File: config.mk
export PLATFORM = sky130hd
export DESIGN_NAME = dequantize
export DESIGN_NICKNAME = d
export VERILOG_FILES = /design/src/rtl/dequantize.sv
export SDC_FILE = /design/constraint.sdc
export NUM_CORES = 1
export LEC_CHECK = 0
export CORE_UTILIZATION = 30
export DETAILED_ROUTE_END_ITERATION = 6
export PLACE_DENSITY = 0.53
export SYNTH_ARGS = -nofsm -noshare
export SYNTH_HDL_FRONTEND = slang
export SYNTH_SLANG_ARGS = --single-unit
File: constraint.sdc
create_clock -name clk -period 10.5 [get_ports clk]
set_input_delay 2.625 -clock clk [delete_from_list [all_inputs] [get_ports clk]]
set_output_delay 2.625 -clock clk [all_outputs]
set_load 0.05 [all_outputs]
File: src/rtl/dequantize.sv
// dequantize: expands signed 8-bit quantized activations to signed 16-bit
// fixed point. out = sat16(round(in * scale / 2^SHIFT) + bias), over a
// two-stage pipeline with valid/ready handshakes on both sides.
module dequantize #(
    parameter int SHIFT = 7,
    parameter int CNT_W = 16
) (
    input  logic               clk,
    input  logic               rst,
    input  logic               cfg_load,
    input  logic [15:0]        cfg_scale,
    input  logic [15:0]        cfg_bias,
    input  logic               Data_in_valid,
    output logic               Data_in_ready,
    input  logic [7:0]         Data_in,
    output logic               Data_out_valid,
    input  logic               Data_out_ready,
    output logic [15:0]        Data_out,
    output logic               sat_flag,
    output logic [CNT_W-1:0]   sample_count
);

    localparam logic signed [25:0] MAX_V = 26'sd32767;
    localparam logic signed [25:0] MIN_V = -26'sd32768;

    // Round-half-up term; no rounding when the product is not shifted.
    localparam logic signed [25:0] RND = (SHIFT > 0) ? (26'sd1 <<< ((SHIFT > 0) ? SHIFT - 1 : 0)) : 26'sd0;

    logic [15:0]        scale_q, scale_d;
    logic [15:0]        bias_q, bias_d;
    logic               s1_valid_q, s1_valid_d;
    logic [23:0]        s1_prod_q, s1_prod_d;
    logic [15:0]        s1_bias_q, s1_bias_d;
    logic               out_valid_q, out_valid_d;
    logic [15:0]        out_data_q, out_data_d;
    logic               sat_q, sat_d;
    logic [CNT_W-1:0]   cnt_q, cnt_d;

    logic               en1, en2;
    logic               in_xfer, out_xfer;
    logic [23:0]        din_ext, scale_ext;
    logic signed [25:0] prod_ext, rounded, shifted, bias_ext, sum;

    // Stall chain: stage 2 advances when empty or drained, stage 1 when
    // empty or stage 2 advances, so a full pipe still streams every cycle.
    always_comb begin
        en2      = !out_valid_q || Data_out_ready;
        en1      = !s1_valid_q || en2;
        in_xfer  = Data_in_valid && en1;
        out_xfer = out_valid_q && Data_out_ready;
    end

    // Stage-1 product and stage-2 round/shift/bias/clamp datapath.
    always_comb begin
        din_ext   = {{16{Data_in[7]}}, Data_in};
        scale_ext = {{8{scale_q[15]}}, scale_q};
        prod_ext  = {{2{s1_prod_q[23]}}, s1_prod_q};
        rounded   = prod_ext + RND;
        shifted   = rounded >>> SHIFT;
        bias_ext  = {{10{s1_bias_q[15]}}, s1_bias_q};
        sum       = shifted + bias_ext;
    end

    // Next-state for config, both pipeline stages and the output counter.
    always_comb begin
        scale_d     = cfg_load ? cfg_scale : scale_q;
        bias_d      = cfg_load ? cfg_bias : bias_q;

        s1_valid_d  = s1_valid_q;
        s1_prod_d   = s1_prod_q;
        s1_bias_d   = s1_bias_q;
        if (en1) begin
            s1_valid_d = in_xfer;
            if (in_xfer) begin
                // Config is captured with the sample, so later loads do not
                // disturb anything already in flight.
                s1_prod_d = din_ext * scale_ext;
                s1_bias_d = bias_q;
            end
        end

        out_valid_d = out_valid_q;
        out_data_d  = out_data_q;
        sat_d       = sat_q;
        if (en2) begin
            out_valid_d = s1_valid_q;
            if (s1_valid_q) begin
                if (sum > MAX_V) begin
                    out_data_d = 16'h7FFF;
                    sat_d      = 1'b1;
                end else if (sum < MIN_V) begin
                    out_data_d = 16'h8000;
                    sat_d      = 1'b1;
                end else begin
                    out_data_d = sum[15:0];
                    sat_d      = 1'b0;
                end
            end
        end

        cnt_d = out_xfer ? cnt_q + CNT_W'(1) : cnt_q;
    end

    // State registers; reset drops everything in flight.
    always_ff @(posedge clk) begin
        if (rst) begin
            scale_q     <= 16'h0001 << SHIFT;
            bias_q      <= 16'h0000;
            s1_valid_q  <= 1'b0;
            s1_prod_q   <= 24'h0;
            s1_bias_q   <= 16'h0000;
            out_valid_q <= 1'b0;
            out_data_q  <= 16'h0000;
            sat_q       <= 1'b0;
            cnt_q       <= '0;
        end else begin
            scale_q     <= scale_d;
            bias_q      <= bias_d;
            s1_valid_q  <= s1_valid_d;
            s1_prod_q   <= s1_prod_d;
            s1_bias_q   <= s1_bias_d;
            out_valid_q <= out_valid_d;
            out_data_q  <= out_data_d;
            sat_q       <= sat_d;
            cnt_q       <= cnt_d;
        end
    end

    assign Data_in_ready  = en1;
    assign Data_out_valid = out_valid_q;
    assign Data_out       = out_data_q;
    assign sat_flag       = sat_q;
    assign sample_count   = cnt_q;

endmodule

---- Yosys cells after proc, flatten, opt, wreduce, memory -nomap -nowiden ----
Cells that the tools add are included.
storage, ports and cells
  flip-flop bits (word level) ............. 107
  latch bits .............................. 0
  memory bits (writable) .................. 0
  bits in read-only memories .............. 0
  output and inout port bits .............. 35
  word-level logic and storage cells ...... 27
  memories kept ........................... 0
operators by class
  add/sub/neg operators ................... 3
  multipliers ............................. 1
  divide/modulo/power cells ............... 0
  magnitude comparators ................... 2
  equality and inequality tests ........... 0
  shift operators ......................... 0
  mux-type cells .......................... 4
  bitwise operators ....................... 0
  reduce and logical (&&, ||, !) cells .... 8
operator list
  kind                     count
  $mux W16                 2
  $add A24 B8 Y25 const B  1
  $mul A8 B16 Y24          1
  $add A18 B16 Y19         1
  $gt A19 B16 Y1 const B   1
  $lt A19 B16 Y1 const B   1
  $add A16 B1 Y16 const B  1
  $reduce_and A2 Y1        2
  $logic_and A1 B1 Y1      2
  $logic_not A1 Y1         2
  $logic_or A1 B1 Y1       2
  $mux W1                  2

---- Depth between registers and ports, before layout ----
  depth in word-level cells ............... 5
  depth in mapped cells ................... 19

---- Least setup slack after synthesis ----
No wires, ideal clock.
  path type ............................... in2reg
  start ................................... in Data_in[7]
  end ..................................... reg s1_prod_q[22]
  setup time .............................. 0.120 ns
  arrival time ............................ 7.220 ns
  data required time ...................... 10.380 ns
  setup slack ............................. 3.160 ns
  cell stages on the path ................. 18
  buffers on the path ..................... 1
  path through ............................ inv_1 clkbuf_1 nor2_1 fa_1 fa_1 fa_1 inv_1 fa_1 inv_1 ha_1 a41oi_1 o21ai_0 a31o_2 a31oi_2 a2111oi_2 o41ai_1 or4_1 nand3_1
between the ends
  word-level cells in the longest chain between the ends .. 1
ends and longest elaborated chain
  item                    line  source
  start: declaration      15    input logic [7:0] Data_in,
  $mul A8 B16 Y24         77    s1_prod_d = din_ext * scale_ext;
  end signal: assignment  120   s1_prod_q <= s1_prod_d;
  end: declaration        32    logic [23:0] s1_prod_q, s1_prod_d;
Every way passes these cells.
A chain may end at the register's enable or synchronous reset.

---- Worst setup path in the final report ----
Ends and elaborated chain as after synthesis.

==> results.sh <==
export IMPL_status="finished, violations left"
export IMPL_final_cell_mix="150 x inv_1, 114 x nand2_1, 102 x fa_1"
export IMPL_routed_wl_um=22700
export IMPL_dr_pass1_iters=6
export IMPL_drt_initial_drc_count=334
export IMPL_drv_slew=0
export IMPL_cts_setup_buffers=0
export IMPL_worstPathRequired_ns=10.75
export IMPL_dieArea_um2=32100
export IMPL_initial_core_util_pct=30.6
export IMPL_ant_nets=0
export IMPL_grt_overflow_total=0
export IMPL_crit_path_end="s1_prod_q[22]"
export IMPL_vias_per_cell=4.72
export IMPL_regArea_um2=2020
export IMPL_fin_tns_setup_ns=0
export IMPL_critPathSlowestCell="o41ai_1"
export IMPL_portBuffers=79
export IMPL_postCtsHoldBufs=0
export IMPL_nets=1347
export IMPL_maxCapViolations=0
export IMPL_core_um2=30700
export IMPL_synth_area_per_cell_um2=8.71
export IMPL_worstPathCellList="clkdlybuf4s50_1 > inv_1 > nor2_1 > fa_1 > fa_1 > fa_1 > inv_1 > fa_1 > inv_1 > ha_1 > a41oi_1 > o21ai_0 > a31o_2 > a31oi_2 > a2111oi_2 > o41ai_1 > or4_1 > nand3_1"
export IMPL_placed_area_um2=10600
export IMPL_synth_main_ff_cell="dfxtp_1"
export IMPL_clk_pin_slew_ns=0.08
export IMPL_antenna_cells=0
export IMPL_antenna_found_initial=0
export IMPL_setup_viol=0
export IMPL_relSlewSlack_pct=49.3
export IMPL_async_reset_ff_share_pct=0
export IMPL_fin_crit_ns=8.01
export IMPL_fin_cells=1536
export IMPL_yosysSeqAreaShare_pct=21.5
export IMPL_violations="DRC"
export IMPL_gp_congestion=0.872
export IMPL_synth_seq_cells=101
export IMPL_wire_per_inst_um=14.8
export IMPL_synthCells=1082
export IMPL_cts_htree_levels=3
export IMPL_io_pins=80
export IMPL_min_path_type="reg2reg"
export IMPL_r2r_end="s1_prod_q[22]"
export IMPL_synthDistinctLibCells=66
export IMPL_multi_input_area_um2=6660
export IMPL_max_freq_ghz=0.125
export IMPL_grt_pass1_vias=7532
export IMPL_grt_start_max_net_pins=65
export IMPL_dp_hpwl_um=17700
export IMPL_hold_violations=0
export IMPL_clk_latency_ns=0.37
export IMPL_hold_slack_ns=0.457
export IMPL_crit_start="Data_in[7]"
export IMPL_fin_area_um2=10900
export IMPL_fin_crit_sh_pct=76.3
export IMPL_cp_arrival_ns=8.26
export IMPL_synth_area_um2=9420
export IMPL_fp_dieW_um=179
export IMPL_critPathBufInv=4
export IMPL_tightestPinTransition_ns=0.760
export IMPL_cts_sinks=101
export IMPL_crit_cells=18
export IMPL_die_h_um=179
export IMPL_power_density_nw_per_um2=154
export IMPL_max_stage_delay_ns=0.61
export IMPL_critical_path_top_delay_family="adder cells"
export IMPL_synth_edf_count=0
export IMPL_finalWorstSetupSlack_ns=2.49
export IMPL_vdd_drop_max_v=0.000143
export IMPL_cts_tree="done"
export IMPL_vias=7256
export IMPL_drc=4
export IMPL_crit_type="in2reg"
export IMPL_reg2regPathDepth=17
export IMPL_endpoint_kind="flip-flop"
export IMPL_setup_worst_path_start_class="primary input"
export IMPL_reg2reg_from="scale_q[5]"
export IMPL_power_leakage_uw=0.00488
export IMPL_n_fill_cell=3250
export IMPL_crit_fanout=12
export IMPL_grt_pass1_wl_um=38800
export IMPL_syn_nets=1294
export IMPL_final_common_cell="inv_1"
export IMPL_rsz0062_at_grt="false"
export IMPL_drive_gt1_share_pct=5.00
export IMPL_ctsResizeCount=0
export IMPL_clockBufferDepth=2
export IMPL_syn_to_final_growth_pct=15.3
export IMPL_rrSetupSlack_ns=5.18
export IMPL_core_rowCount=64
export IMPL_fin_worst_skew_ns=0.0180
export IMPL_dp_slack_ns=2.09
export IMPL_yosys_warnings=0
export IMPL_critPathMostFrequentCell="fa_1"
export IMPL_grt_usage_pct=15.5
export IMPL_cts_buffers=9
export IMPL_dp_cells=1520
export IMPL_cts_root_buf="clkbuf_16"
logic make-up after synthesis:
| group | synth area share (%) |
|---|---|
| buffers and inverters | 7.85 |
| XOR/XNOR | 5.48 |
| adder cells (fa/ha/maj) | 30.3 |
| AND/OR/NAND/NOR | 20.0 |
| multiplexers | 3.73 |
| flip-flops | 21.5 |
| AO/OA/AOI/OAI | 11.2 |
through the flow:
stage | power [uW] | util, %
floorplan | 1130 | -
global placement | 1340 | 34.3
detailed placement | 1340 | 34.3
CTS | 1700 | 35.3
global route | 1830 | 35.3
finish | 1670 | 35.3
synthesized netlist by cell type, types with 23 or more instances:
cell type	number	area [um^2]
xnor2_1	36	315
o21ai_0	30	150
inv_1	150	563
xor2_1	23	201
mux2i_1	34	340
nand2_1	114	428
and2_1	89	557
a21oi_1	51	255
nor2_1	78	293
dfxtp_1	101	2020
clkbuf_1	27	101
fa_1	102	2040
nand3_1	25	125
ha_1	65	813
cell type report:
class	instances	share of cell area [%]
clock buffer	10	2.20
clock inverter	6	0.565
inverter	150	5.18
multi-input combinational	789	61.3
sequential	101	18.6
tap	396	4.56
timing repair buffer	84	7.53
per-layer routing:
layer  part of all wire [%]  track usage, %  vias up
li1                       -               -     3612
met1                     47            20.0     3538
met2                     48            26.8       95
met3                    4.0            2.71       11
met4                    1.0            3.33        0
met5                      0               0        -
power by group:
group          switching (uW)  internal (uW)  total (uW)  leakage (uW)
clock network             169            175         344      0.000147
registers                53.2            431         484      0.000828
logic                     486            355         841       0.00391
how the worst min path moves through the flow:
stage | slack, ns | from | depth (start not counted) | to
final | 0.46 | bias_q[14] | 2 | s1_bias_q[14]
after global routing | 0.49 | bias_q[14] | 2 | s1_bias_q[14]
after CTS | 0.46 | bias_q[14] | 2 | s1_bias_q[14]
after detailed placement | 0.45 | bias_q[1] | 2 | s1_bias_q[1]
after global placement | 0.44 | bias_q[6] | 2 | s1_bias_q[6]
after floorplan | 0.43 | bias_q[0] | 2 | s1_bias_q[0]
registers in the layout, indices dropped and copies added (netlist names):
name	cells
Data_out_valid	1
s1_prod_q	18
bias_q	16
scale_q	16
sample_count	16
s1_valid_q	1
sat_flag	1
s1_bias_q	16
Data_out	16
tightest hold or removal path, cell delays in order, from the launching register on:
cell	delay (ns)
dfxtp_1	0.31
nand2_1	0.05
a21oi_1	0.05
No activity file was read; power rests on OpenSTA's default activity.
